$ cat config.mk
export PLATFORM = sky130hd
export DESIGN_NAME = uart_tx_queue_flat
export DESIGN_NICKNAME = d
export VERILOG_FILES = /design/src/rtl/uart_pkg.sv /design/src/rtl/uart_tx_queue_if.sv /design/src/rtl/uart_fifo.sv /design/src/rtl/uart_tx_queue.sv /design/src/flat_wrapper.sv
export SDC_FILE = /design/constraint.sdc
export NUM_CORES = 1
export LEC_CHECK = 0
export CAP_MARGIN = 25
export CORE_MARGIN = 5
export CORE_UTILIZATION = 50
export CTS_CLUSTER_DIAMETER = 50
export DETAILED_ROUTE_END_ITERATION = 6
export PLACE_DENSITY = 0.72
export SKIP_LAST_GASP = 1
export SLEW_MARGIN = 20
export SYNTH_ARGS = -nofsm -noshare
export SYNTH_HDL_FRONTEND = slang
export SYNTH_SLANG_ARGS = --single-unit
$ cat constraint.sdc
create_clock -name sys_clk_i -period 3.3 [get_ports sys_clk_i]
set_input_delay 0.66 -clock sys_clk_i [delete_from_list [all_inputs] [get_ports sys_clk_i]]
set_output_delay 0.66 -clock sys_clk_i [all_outputs]
set_load 0.03 [all_outputs]
$ cat src/rtl/uart_pkg.sv
// Shared types and constants for the UART transmit queue.
// FSM state encoding, default FIFO depth, busy-handshake timeout.
package uart_pkg;

    localparam int DEPTH_DEF    = 8;
    localparam int BUSY_TIMEOUT = 4;

    typedef enum logic [1:0] {
        IDLE,
        ISSUE,
        WAIT_BUSY,
        WAIT_DONE
    } tx_state_e;

endpackage

$ cat src/rtl/uart_tx_queue_if.sv
// CPU push port, status and downstream UART handshake of the TX queue.
// master = CPU/UART side, slave = the queue itself.
interface uart_tx_queue_if
    import uart_pkg::*;
#(
    parameter int DEPTH = DEPTH_DEF
);
    localparam int CW = $clog2(DEPTH) + 1;

    logic          wr_en_i;
    logic [7:0]    wr_data_i;
    logic          clr_i;
    logic          full_o;
    logic          empty_o;
    logic [CW-1:0] count_o;
    logic          overflow_o;
    logic          uart_busy_i;
    logic          uart_wr_o;
    logic [7:0]    uart_dat_o;

    modport master (
        output wr_en_i, wr_data_i, clr_i, uart_busy_i,
        input  full_o, empty_o, count_o, overflow_o,
        input  uart_wr_o, uart_dat_o
    );

    modport slave (
        input  wr_en_i, wr_data_i, clr_i, uart_busy_i,
        output full_o, empty_o, count_o, overflow_o,
        output uart_wr_o, uart_dat_o
    );

endinterface

$ cat src/rtl/uart_fifo.sv
// Circular byte FIFO with sticky overflow and synchronous flush.
// A pop on the same edge frees a slot, so a push to a full FIFO is then accepted.
module uart_fifo
    import uart_pkg::*;
#(
    parameter int DEPTH = DEPTH_DEF
) (
    input  logic                   clk_i,
    input  logic                   rst_i,
    input  logic                   push_i,
    input  logic [7:0]             data_i,
    input  logic                   pop_i,
    input  logic                   clr_i,
    output logic [7:0]             head_o,
    output logic                   full_o,
    output logic                   empty_o,
    output logic [$clog2(DEPTH):0] count_o,
    output logic                   overflow_o
);
    localparam int AW = $clog2(DEPTH);
    localparam int CW = AW + 1;

    logic [7:0]    mem_q [DEPTH];
    logic [AW-1:0] wptr_q, wptr_d;
    logic [AW-1:0] rptr_q, rptr_d;
    logic [CW-1:0] cnt_q, cnt_d;
    logic          ovf_q, ovf_d;
    logic          do_push, do_pop;

    assign full_o     = (cnt_q == CW'(DEPTH));
    assign empty_o    = (cnt_q == '0);
    assign count_o    = cnt_q;
    assign overflow_o = ovf_q;
    assign head_o     = mem_q[rptr_q];

    always_comb begin
        do_pop  = pop_i && !empty_o && !clr_i;
        do_push = push_i && !clr_i && (!full_o || do_pop);
        wptr_d  = wptr_q;
        rptr_d  = rptr_q;
        cnt_d   = cnt_q;
        ovf_d   = ovf_q;
        if (clr_i) begin
            wptr_d = '0;
            rptr_d = '0;
            cnt_d  = '0;
            ovf_d  = 1'b0;
        end else begin
            if (do_push) wptr_d = wptr_q + AW'(1);
            if (do_pop)  rptr_d = rptr_q + AW'(1);
            cnt_d = cnt_q + CW'(do_push) - CW'(do_pop);
            if (push_i && !do_push) ovf_d = 1'b1;
        end
    end

    always_ff @(posedge clk_i or posedge rst_i) begin
        if (rst_i) begin
            wptr_q <= '0;
            rptr_q <= '0;
            cnt_q  <= '0;
            ovf_q  <= 1'b0;
        end else begin
            wptr_q <= wptr_d;
            rptr_q <= rptr_d;
            cnt_q  <= cnt_d;
            ovf_q  <= ovf_d;
        end
    end

    // Storage needs no reset: only slots below the count are ever read out.
    always_ff @(posedge clk_i) begin
        if (do_push) mem_q[wptr_q] <= data_i;
    end

endmodule

$ cat src/rtl/uart_tx_queue.sv
// Byte queue feeding a UART transmitter through a wr/busy handshake.
// Pops one byte per transfer and waits for busy to rise and fall (or time out).
module uart_tx_queue
    import uart_pkg::*;
#(
    parameter int DEPTH = DEPTH_DEF
) (
    input  logic           sys_clk_i,
    input  logic           rst,
    uart_tx_queue_if.slave bus
);
    localparam int TW = $clog2(BUSY_TIMEOUT);

    tx_state_e     state_q;
    logic [TW-1:0] tmo_q;
    logic          wr_q;
    logic [7:0]    dat_q;
    logic [7:0]    head;
    logic          issue;

    assign issue = (state_q == IDLE) && !bus.empty_o
                && !bus.uart_busy_i && !bus.clr_i;

    uart_fifo #(
        .DEPTH(DEPTH)
    ) u_fifo (
        .clk_i     (sys_clk_i),
        .rst_i     (rst),
        .push_i    (bus.wr_en_i),
        .data_i    (bus.wr_data_i),
        .pop_i     (issue),
        .clr_i     (bus.clr_i),
        .head_o    (head),
        .full_o    (bus.full_o),
        .empty_o   (bus.empty_o),
        .count_o   (bus.count_o),
        .overflow_o(bus.overflow_o)
    );

    assign bus.uart_wr_o  = wr_q;
    assign bus.uart_dat_o = dat_q;

    always_ff @(posedge sys_clk_i or posedge rst) begin
        if (rst) begin
            state_q <= IDLE;
            tmo_q   <= '0;
            wr_q    <= 1'b0;
            dat_q   <= 8'h00;
        end else begin
            wr_q <= 1'b0;
            unique case (state_q)
                IDLE: begin
                    if (issue) begin
                        state_q <= ISSUE;
                        wr_q    <= 1'b1;
                        dat_q   <= head;
                    end
                end
                ISSUE: begin
                    state_q <= WAIT_BUSY;
                    tmo_q   <= '0;
                end
                WAIT_BUSY: begin
                    // A transmitter that never answers must not stall the queue.
                    if (bus.uart_busy_i) begin
                        state_q <= WAIT_DONE;
                    end else if (tmo_q == TW'(BUSY_TIMEOUT - 1)) begin
                        state_q <= IDLE;
                    end else begin
                        tmo_q <= tmo_q + TW'(1);
                    end
                end
                WAIT_DONE: begin
                    if (!bus.uart_busy_i) state_q <= IDLE;
                end
                default: state_q <= IDLE;
            endcase
        end
    end

endmodule

$ cat src/flat_wrapper.sv
// flat-port wrapper written by rule: the top's interface ports become plain ports
module uart_tx_queue_flat import uart_pkg::*;
#(
    parameter int DEPTH = DEPTH_DEF
)
  (sys_clk_i, rst, bus_wr_en_i, bus_wr_data_i, bus_clr_i, bus_uart_busy_i, bus_full_o, bus_empty_o, bus_count_o, bus_overflow_o, bus_uart_wr_o, bus_uart_dat_o);
  uart_tx_queue_if #(.DEPTH(DEPTH)) bus_i ();
  input  logic sys_clk_i;
  input  logic rst;
  input wire logic [$bits(bus_i.wr_en_i)-1:0] bus_wr_en_i;
  input wire logic [$bits(bus_i.wr_data_i)-1:0] bus_wr_data_i;
  input wire logic [$bits(bus_i.clr_i)-1:0] bus_clr_i;
  input wire logic [$bits(bus_i.uart_busy_i)-1:0] bus_uart_busy_i;
  output wire logic [$bits(bus_i.full_o)-1:0] bus_full_o;
  output wire logic [$bits(bus_i.empty_o)-1:0] bus_empty_o;
  output wire logic [$bits(bus_i.count_o)-1:0] bus_count_o;
  output wire logic [$bits(bus_i.overflow_o)-1:0] bus_overflow_o;
  output wire logic [$bits(bus_i.uart_wr_o)-1:0] bus_uart_wr_o;
  output wire logic [$bits(bus_i.uart_dat_o)-1:0] bus_uart_dat_o;
  assign bus_i.wr_en_i = bus_wr_en_i;
  assign bus_i.wr_data_i = bus_wr_data_i;
  assign bus_i.clr_i = bus_clr_i;
  assign bus_i.uart_busy_i = bus_uart_busy_i;
  assign bus_full_o = bus_i.full_o;
  assign bus_empty_o = bus_i.empty_o;
  assign bus_count_o = bus_i.count_o;
  assign bus_overflow_o = bus_i.overflow_o;
  assign bus_uart_wr_o = bus_i.uart_wr_o;
  assign bus_uart_dat_o = bus_i.uart_dat_o;
  uart_tx_queue #(.DEPTH(DEPTH)) u_core (.sys_clk_i(sys_clk_i), .rst(rst), .bus(bus_i));
endmodule
==> impl_metrics.csv, run 1 <==
group,metric,value,unit
power,power_per_cell_area,651,nW/µm²
drt,vias,1953,
timing,rsz0062_at_grt,"no",
global_routing,grt_util_all_layers,16.0,%
logic_synthesis,synthDistinctLibCells,38,
clock_network,post_cts_resized,0,
drt,drt-wirelength-per-cell,17.2,µm
drt,dr.first_iter.drc_count,141,
clock_network,cts.reportedPaths.clkPinSlew,0.10,ns
drt,drtAntennaViolNets,0,
worst_setup_path,reg2regPathDepth,9,
worst_setup_path,cp-start-kind,"register",
worst_setup_path,worst_path_largest_cell_delay,0.68,ns
timing,max_freq,327,MHz
worst_hold_path,hp-class,"register to register",
timing,final.setup_skew,0.0107,ns
worst_hold_path,min_to,"u_core.tmo_q[1]",
floorplan,die-area,9150,µm²
global_routing,gr-total-overflow,0,
logic_synthesis,ys_warn_count,0,
run_status,outcome,"complete, no violations",
worst_setup_path,end_kind,"primary output",
logic_synthesis,synth_area,3670,µm²
cells_and_area,fill_cells,551,
place,port_buffers,28,
worst_hold_path,hold_path.startpoint,"u_core.tmo_q[1]",
worst_setup_path,r2r_end,"u_core.u_fifo.count_o[1]",
worst_setup_path,reg2reg_from,"u_core.u_fifo.count_o[2]",
worst_setup_path,r2r_slack,0.79,ns
cells_and_area,fin_nets,288,
timing,setup_viol,0,
floorplan,coreArea,7210,µm²
worst_hold_path,hold_depth,2,
worst_setup_path,cp_slowest_cell,"clkdlybuf4s50_1",
clock_network,clkSinkCount,88,
run,cap_violations,0,
logic_synthesis,seq_area_frac_synth,68.7,%
worst_setup_path,critical_path_buf_inv_count,3,
clock_network,cts_tree,"yes",
place,hpwl,4220,µm
cells_and_area,layout_commonest_cell,"edfxtp_1",
floorplan,die_y,95.7,µm
global_routing,grt_pass1_vias,1952,
clock_network,cts_inserted_buffers,9,
floorplan,die_w,95.7,µm
worst_setup_path,cp_max_fo,4,
clock_network,cts_setup_buffers,0,
global_routing,antenna_found_initial,0,
logic_synthesis,synth_cells,223,
floorplan,rows,31,
floorplan,io_pins,29,
place,routabilityCongestion,0.770,
timing,drv_slew,0,
power,irDropWorstVdd,0.000483,V
timing,maxSlewHeadroom,45.5,%
clock_network,cts_max_level,3,
timing,hold_violations,0,
cells_and_area,layoutNonFillerInstCount,370,
global_routing,grt_first_pass_wirelength,10400,µm
cells_and_area,multi_input_area,1070,µm²
cells_and_area,layout-drive-gt1-share,21.0,%
global_routing,grt_max_degree,25,
cells_and_area,diodes,0,
drt,wl,6380,µm
timing,fin_crit,3.06,ns
clock_network,holdBufCountCts,0,
drt,first_pass_iters,4,
clock_network,clock_latency,0.36,ns
worst_setup_path,crit_chain,"inv_1, ha_1, or3b_2, inv_2, clkdlybuf4s50_1",
timing,tns,0,ns
cells_and_area,regArea,2520,µm²
drt,via_per_inst,5.28,
logic_synthesis,synth-seq-cells,88,
timing,post-route-period-util,92.8,%
worst_setup_path,crit_type,"register to primary output",
power,leakagePower,1.54,nW
logic_synthesis,synth.avg_cell_area,16.5,µm²
worst_setup_path,arrival,2.40,ns
cells_and_area,fin_util,60.4,%
clock_network,root_buffer,"clkbuf_8",
floorplan,start_util,50.9,%
worst_setup_path,required,2.64,ns
drt,drc_errors,0,
worst_setup_path,cp_top_family,"buffers and inverters",
cells_and_area,layout_common_cells,"64 x edfxtp_1, 28 x clkdlybuf4s50_1, 24 x dfrtp_1, 22 x nor2_1, 16 x mux4_2",
timing,tightest_slew,0.817,ns
logic_synthesis,synth_fp_nets,245,
clock_network,cts_buffer_depth,2,
cells_and_area,areaGrowthSynthToFinish,18.8,%
place,dpl.cell_count,353,
## sequential cells by signal (all words and copies together) (netlist names)
signal and count:
u_core.bus.uart_dat_o 8, u_core.state_q 2, u_core.u_fifo.count_o 4, u_core.u_fifo.mem_q 64
u_core.u_fifo.rptr_q 3, u_core.bus.uart_wr_o 1, u_core.u_fifo.wptr_q 3, u_core.tmo_q 2
u_core.u_fifo.overflow_o 1
## synth_stat cells (all sizes together)
| library cell | number | area [µm²] |
|---|---|---|
| edfxtp | 64 | 1920 |
| dfrtp | 24 | 601 |
| nor2 | 23 | 88.8 |
| mux4 | 16 | 360 |
| a21oi | 13 | 65.1 |
| mux2i | 9 | 90.1 |
| nand2 | 9 | 33.8 |
| ha | 8 | 100 |
| buf | 6 | 46.3 |
| inv | 6 | 22.5 |
| clkbuf | 5 | 18.8 |
| nand3 | 4 | 20.0 |
| nor2b | 4 | 25.0 |
| nor3 | 4 | 36.3 |
| o21ai | 4 | 20.0 |
| nor4 | 3 | 33.8 |
| or3 | 3 | 18.8 |
| or3b | 3 | 28.8 |
| xor2 | 3 | 26.3 |
| a21o | 2 | 15.0 |
| a31oi | 2 | 12.5 |
| xnor2 | 2 | 17.5 |
| fa | 1 | 20.0 |
| mux2 | 1 | 11.3 |
| nand2b | 1 | 6.26 |
| nor3b | 1 | 12.5 |
| nor4b | 1 | 8.76 |
| o31a | 1 | 8.76 |
## metal layers
layer	vias to the layer above	wire, µm	track usage (%)
li1	928	-	-
met1	983	2910	21.8
met2	34	3140	25.1
met3	8	219	3.63
met4	0	105	5.92
met5	-	0	0
## stage by stage
| stage | total power [W] | setup WS [ns] | cell area [µm²] | hold slack [ns] |
|---|---|---|---|---|
| after floorplan | 0.00184 | 0.701 | 3670 | 0.465 |
| after global placement | 0.00207 | 0.370 | 4120 | 0.491 |
| after detailed placement | 0.00209 | 0.353 | 4120 | 0.497 |
| after CTS | 0.00286 | 0.215 | 4330 | 0.520 |
| after global routing | 0.00299 | 0.149 | 4360 | 0.559 |
| final | 0.00284 | 0.238 | 4360 | 0.520 |
## worst reg2reg max path: cells and delay by family (launching register included)
family	cells	cell delay (ns)
DFF	1	0.39
and+or+nand+nor	4	0.90
buffers and inverters	1	0.10
AOI/OAI and AO/OA	1	0.16
adders and majority gates	3	0.84
## worst max-delay path by stage
stage	startpoint	slack, ns	endpoint	cells after the start
6_report	u_core.u_fifo.count_o[2]	0.24	bus_empty_o	5
5_1_grt	u_core.u_fifo.count_o[2]	0.15	bus_empty_o	5
4_1_cts	u_core.u_fifo.count_o[2]	0.21	bus_empty_o	5
3_5_place_dp	bus_uart_busy_i	0.35	u_core.u_fifo.count_o[1]	7
3_3_place_gp	bus_uart_busy_i	0.37	u_core.u_fifo.count_o[1]	7
2_1_floorplan	u_core.u_fifo.count_o[2]	0.70	u_core.u_fifo.mem_q[2][0]	5
## cell type report
type | count | area share, %
sequential | 88 | 57.9
inverter | 6 | 0.517
multi-input combinational | 118 | 24.5
clock buffer | 9 | 2.84
timing repair buffer | 43 | 9.47
clock inverter | 7 | 1.98
tap | 99 | 2.84
## power by group
part | switching [W] | total [W] | internal, W
Clock | 0.000412 | 0.000779 | 0.000367
Sequential | 0.0000917 | 0.00139 | 0.00130
Combinational | 0.000369 | 0.000666 | 0.000297
## kinds of logic (layout without fill, tap and decap cells)
kind of cell               after synthesis  in the layout  share of synthesized area [%]
AOI/OAI and AO/OA                       22             22                           3.31
xor gates and xnor gates                 5              5                           1.19
adders and majority gates                9              9                           3.27
buffers and inverters                   17             65                           2.39
DFF                                     88             88                           68.7
muxes                                   26             26                           12.6
and+or+nand+nor                         56             56                           8.52
Power figures use the tool's default switching activity.
==> run 2, diff against run 1 <==
CAP_MARGIN = default   (was 25)
RECOVER_POWER = 50   (was default)
==> run 2 against run 1 <==
  * Cell area is 0.72% lower
  * Critical endpoint unchanged
  * Largest power group unchanged
  * Cell count fell by 0.27%
  * First-iteration DRC count down 1.4%
  * Critical path type unchanged
  * Utilization is 0.43 points lower
==> impl_metrics.csv, run 2 (same netlist as run 1, synthesis figures left out) <==
group,metric,value,unit
run_status,outcome,"complete, no violations",
global_routing,antenna_found_initial,0,
worst_setup_path,cp-start-kind,"register",
global_routing,grt_first_pass_wirelength,10400,µm
timing,setup_ws,0.236,ns
worst_setup_path,crit_chain,"inv_1, ha_1, or3b_2, inv_2, clkdlybuf4s50_1",
power,irDropWorstVdd,0.000484,V
place,dpl_worst_slack,0.353,ns
floorplan,die_y,95.7,µm
worst_setup_path,arrival,2.40,ns
cells_and_area,largest_reg_flops,64,
worst_setup_path,r2r_slack,0.79,ns
timing,tightest_slew,0.924,ns
worst_setup_path,worst_path_largest_cell_delay,0.68,ns
clock_network,cts_setup_buffers,0,
timing,maxSlewHeadroom,38.3,%
clock_network,post_cts_resized,0,
cells_and_area,areaGrowthSynthToFinish,17.9,%
global_routing,grt_pass1_vias,1952,
floorplan,rows,31,
worst_setup_path,reg2reg_from,"u_core.u_fifo.count_o[2]",
drt,drt-wirelength-per-cell,17.3,µm
cells_and_area,layout_common_cells,"64 x edfxtp_1, 24 x dfrtp_1, 22 x nor2_1, 18 x clkdlybuf4s50_1, 16 x mux4_2",
timing,max_freq,326,MHz
cells_and_area,regArea,2520,µm²
worst_hold_path,hold_path.startpoint,"u_core.tmo_q[1]",
clock_network,holdBufCountCts,0,
drt,drc_errors,0,
cells_and_area,fill_cells,555,
worst_hold_path,hold_depth,2,
drt,vias,1940,
timing,rsz0062_at_grt,"no",
timing,tns,0,ns
clock_network,root_buffer,"clkbuf_8",
worst_hold_path,hp-class,"register to register",
cells_and_area,layout_commonest_cell,"edfxtp_1",
worst_hold_path,min_to,"u_core.tmo_q[1]",
worst_setup_path,r2r_end,"u_core.u_fifo.count_o[1]",
cells_and_area,regMostFlops,"u_core.u_fifo.mem_q",
worst_setup_path,crit_type,"register to primary output",
drt,dr.first_iter.drc_count,139,
timing,drv_slew,0,
worst_setup_path,cp_max_fo,4,
cells_and_area,layout-drive-gt1-share,20.4,%
floorplan,die_w,95.7,µm
power,power_per_cell_area,654,nW/µm²
clock_network,clkSinkCount,88,
worst_setup_path,cp_slowest_cell,"clkdlybuf4s50_1",
floorplan,io_pins,29,
global_routing,grt_max_degree,25,
clock_network,cts_max_level,3,
power,leakagePower,1.52,nW
run,cap_violations,0,
global_routing,gr-total-overflow,0,
worst_setup_path,end_kind,"primary output",
place,hpwl,4220,µm
drt,first_pass_iters,4,
cells_and_area,multi_input_area,1070,µm²
drt,via_per_inst,5.26,
clock_network,cts_tree,"yes",
drt,wl,6380,µm
place,port_buffers,28,
timing,post-route-period-util,92.8,%
place,routabilityCongestion,0.770,
worst_setup_path,required,2.64,ns
global_routing,grt_util_all_layers,16.0,%
clock_network,cts_buffer_depth,2,
timing,setup_viol,0,
clock_network,cts_inserted_buffers,9,
drt,drtAntennaViolNets,0,
floorplan,start_util,50.9,%
timing,final.setup_skew,0.0103,ns
timing,fin_crit,3.06,ns
floorplan,coreArea,7210,µm²
timing,hold_violations,0,
worst_setup_path,reg2regPathDepth,9,
floorplan,die-area,9150,µm²
cells_and_area,diodes,0,
clock_network,clock_latency,0.36,ns
cells_and_area,fin_nets,287,
clock_network,cts.reportedPaths.clkPinSlew,0.09,ns
## run 2: worst max path at each step
stage / startpoint / depth (start not counted) / slack [ns] / endpoint
CTS: u_core.u_fifo.count_o[2] / 5 / 0.21 / bus_empty_o
floorplan: u_core.u_fifo.count_o[2] / 5 / 0.70 / u_core.u_fifo.mem_q[2][0]
global placement: bus_uart_busy_i / 7 / 0.37 / u_core.u_fifo.count_o[1]
finish: u_core.u_fifo.count_o[2] / 5 / 0.24 / bus_empty_o
detailed placement: bus_uart_busy_i / 7 / 0.35 / u_core.u_fifo.count_o[1]
global route: u_core.u_fifo.count_o[2] / 5 / 0.15 / bus_empty_o
## run 2: final cells by class
| type | instances | area share, % |
|---|---|---|
| tap | 99 | 2.86 |
| clock inverter | 7 | 2.00 |
| inverter | 6 | 0.521 |
| timing repair buffer | 42 | 8.82 |
| multi-input combinational | 118 | 24.6 |
| clock buffer | 9 | 2.86 |
| sequential | 88 | 58.3 |
## run 2: per-stage QoR
step                      hold WS [ns]  utilization (%)  total power (W)  instances  cell area, µm²
after floorplan                  0.465                -          0.00184        223            3670
after global placement           0.491             57.1          0.00207        353            4120
after detailed placement         0.497             57.1          0.00209        353            4120
after CTS                        0.520             60.0          0.00286        369            4330
after global routing             0.559             60.0          0.00298        369            4330
final                            0.519             60.0          0.00283        369            4330
## run 2: power by group
part / switching, W / total, W / internal (W)
combinational: 0.000369 / 0.000659 / 0.000290
sequential: 0.0000920 / 0.00139 / 0.00130
clock: 0.000412 / 0.000779 / 0.000367
total: 0.000873 / 0.00283 / 0.00196
## run 2: worst max-delay path, delay by kind of cell (launching register included)
family / cells / cell delay [ns]
simple gates: 1 / 0.52
flops: 1 / 0.39
fa+ha+maj: 1 / 0.23
buf+inv: 3 / 0.89
## run 2: metal layers
| metal | global-route usage (%) | share of wire [%] |
|---|---|---|
| met1 | 21.8 | 46 |
| met2 | 25.1 | 49 |
| met3 | 3.63 | 3.0 |
| met4 | 5.92 | 1.7 |
| met5 | 0 | 0 |
==> run 3, diff against run 2 <==
clock period = 3.6 ns   (was 3.3 ns; I/O delays follow)
==> run 3 against run 2 <==
  * Die area did not move
  * Sequential share of layout area rose by 0.44 points
  * Register-to-register slack improved by 0.33 ns
  * Largest cell class unchanged
==> impl_metrics.csv, run 3 (same netlist as run 1, synthesis figures left out) <==
group,metric,value,unit
power,irDropWorstVdd,0.000310,V
worst_setup_path,cp_top_family,"buffers and inverters",
global_routing,use_met1,20.5,%
global_routing,busiest_layer,"met2",
worst_setup_path,cp_max_fo,4,
power,switching_share,30.6,%
clock_network,post_cts_resized,0,
place,port_buffers,28,
timing,hold_ws,0.510,ns
drt,dr.first_iter.drc_count,105,
power,p_seq_share,50.9,%
worst_hold_path,min_to,"u_core.tmo_q[1]",
cells_and_area,diodes,0,
clock_network,cts_buffer_depth,2,
worst_setup_path,r2r_slack,1.12,ns
run,cap_violations,0,
clock_network,cts_setup_buffers,0,
worst_setup_path,critical_path_buf_inv_count,3,
cells_and_area,largest_reg_flops,64,
global_routing,use_met2,24.6,%
clock_network,clkSinkCount,88,
floorplan,die-area,9150,µm²
drt,drc_errors,0,
timing,post-route-period-util,84.5,%
timing,max_freq,329,MHz
floorplan,coreArea,7210,µm²
worst_setup_path,crit_type,"register to primary output",
worst_setup_path,arrival,2.32,ns
timing,setup_viol,0,
cells_and_area,areaGrowthSynthToFinish,17.0,%
floorplan,die_y,95.7,µm
cells_and_area,layoutNonFillerInstCount,369,
run_status,outcome,"complete, no violations",
timing,maxSlewHeadroom,36.7,%
clock_network,cts_inserted_buffers,9,
power,leakagePower,1.51,nW
timing,final.setup_skew,0.0166,ns
cells_and_area,fin_nets,287,
worst_setup_path,crit_chain,"inv_1, ha_1, or3b_2, inv_2, clkdlybuf4s50_1",
global_routing,met3_usage,2.92,%
worst_hold_path,hold_path.startpoint,"u_core.tmo_q[1]",
timing,fin_crit,3.04,ns
clock_network,root_buffer,"clkbuf_8",
place,hpwl,4440,µm
worst_setup_path,worst_path_largest_cell_delay,0.68,ns
drt,vias,1936,
global_routing,grt_util_all_layers,15.1,%
worst_setup_path,required,2.88,ns
worst_hold_path,hold_depth,2,
power,power.total,0.00250,W
global_routing,gr-total-overflow,0,
timing,rsz0062_at_grt,"no",
power,power_per_cell_area,581,nW/µm²
worst_hold_path,hp-class,"register to register",
clock_network,cts_max_level,3,
cells_and_area,layout_common_cells,"64 x edfxtp_1, 24 x dfrtp_1, 22 x nor2_1, 18 x clkdlybuf4s50_1, 16 x mux4_2",
worst_setup_path,reg2regPathDepth,9,
clock_network,holdBufCountCts,0,
drt,wl,6300,µm
floorplan,die_w,95.7,µm
drt,drt-wirelength-per-cell,17.1,µm
drt,via_per_inst,5.25,
drt,drtAntennaViolNets,0,
floorplan,start_util,50.9,%
worst_setup_path,r2r_end,"u_core.u_fifo.count_o[1]",
cells_and_area,layout_commonest_cell,"edfxtp_1",
global_routing,grt_max_degree,25,
place,dpl.cell_count,353,
timing,tightest_slew,0.949,ns
clock_network,cts.reportedPaths.clkPinSlew,0.09,ns
global_routing,antenna_found_initial,0,
timing,hold_violations,0,
cells_and_area,regMostFlops,"u_core.u_fifo.mem_q",
global_routing,grt_first_pass_wirelength,10100,µm
power,pwr-share-comb,24.0,%
clock_network,clock_latency,0.35,ns
worst_setup_path,end_kind,"primary output",
worst_setup_path,cp_slowest_cell,"clkdlybuf4s50_1",
worst_setup_path,cp-start-kind,"register",
global_routing,grt_pass1_vias,1941,
floorplan,rows,31,
place,routabilityCongestion,0.734,
power,switchingPower,0.000764,W
power,power_frac_clock,25.2,%
cells_and_area,layout-drive-gt1-share,20.4,%
worst_setup_path,reg2reg_from,"u_core.u_fifo.count_o[2]",
drt,first_pass_iters,4,
floorplan,io_pins,29,
timing,tns,0,ns
cells_and_area,fin_util,59.5,%
timing,drv_slew,0,
clock_network,cts_tree,"yes",
power,internal-power,0.00173,W
==> run 3: cell types whose count changed in the layout (fill, tap and decap cells not counted), sizes merged <==
cell,previous run,this run
buf,13,14
bufinv,1,0
clkinvlp,1,3
inv,10,8
==> run 3: stage by stage <==
stage,worst slack (ns),cell area [µm²]
floorplan,1.00,3670
global placement,0.592,4120
detailed placement,0.548,4120
CTS,0.473,4310
global route,0.448,4290
finish,0.558,4290
==> run 3: how the worst max path moves through the flow <==
stage	start	end	slack [ns]	depth (start not counted)
6_report	u_core.u_fifo.count_o[2]	bus_empty_o	0.56	5
2_1_floorplan	u_core.u_fifo.count_o[2]	u_core.u_fifo.mem_q[2][0]	1.00	5
3_5_place_dp	bus_uart_busy_i	u_core.u_fifo.count_o[1]	0.55	7
4_1_cts	u_core.u_fifo.count_o[2]	bus_empty_o	0.47	5
3_3_place_gp	bus_uart_busy_i	u_core.u_fifo.count_o[1]	0.59	7
5_1_grt	u_core.u_fifo.count_o[2]	bus_empty_o	0.45	5
==> run 3: area by class of cell <==
class	count	area [µm²]
multi-input cells	118	1050
fillers	568	2920
well taps	99	124
repair buffers	42	385
clock inverters	6	51.3
flip-flops and latches	88	2520
inverters	6	22.5
clock buffers	10	138
==> run 3: routing by layer <==
layer  wire length [µm]  up-vias
met5                  0        -
li1                   -      925
met4                 74        0
met3                227        7
met1               2810      969
met2               3180       35
==> run 3: tightest hold or removal path, stage by stage, from the launching register on <==
cell and delay [ns]:
dfrtp_1 0.37, nand2_1 0.05, o21ai_0 0.06
==> run 3: power by group through the flow <==
stage / clock network, W / logic (W) / registers, W
CTS: 0.000643 / 0.000615 / 0.00128
floorplan: 0 / 0.000303 / 0.00138
finish: 0.000629 / 0.000598 / 0.00127
global route: 0.000693 / 0.000655 / 0.00129
global placement: 0 / 0.000601 / 0.00129
detailed placement: 0 / 0.000613 / 0.00130
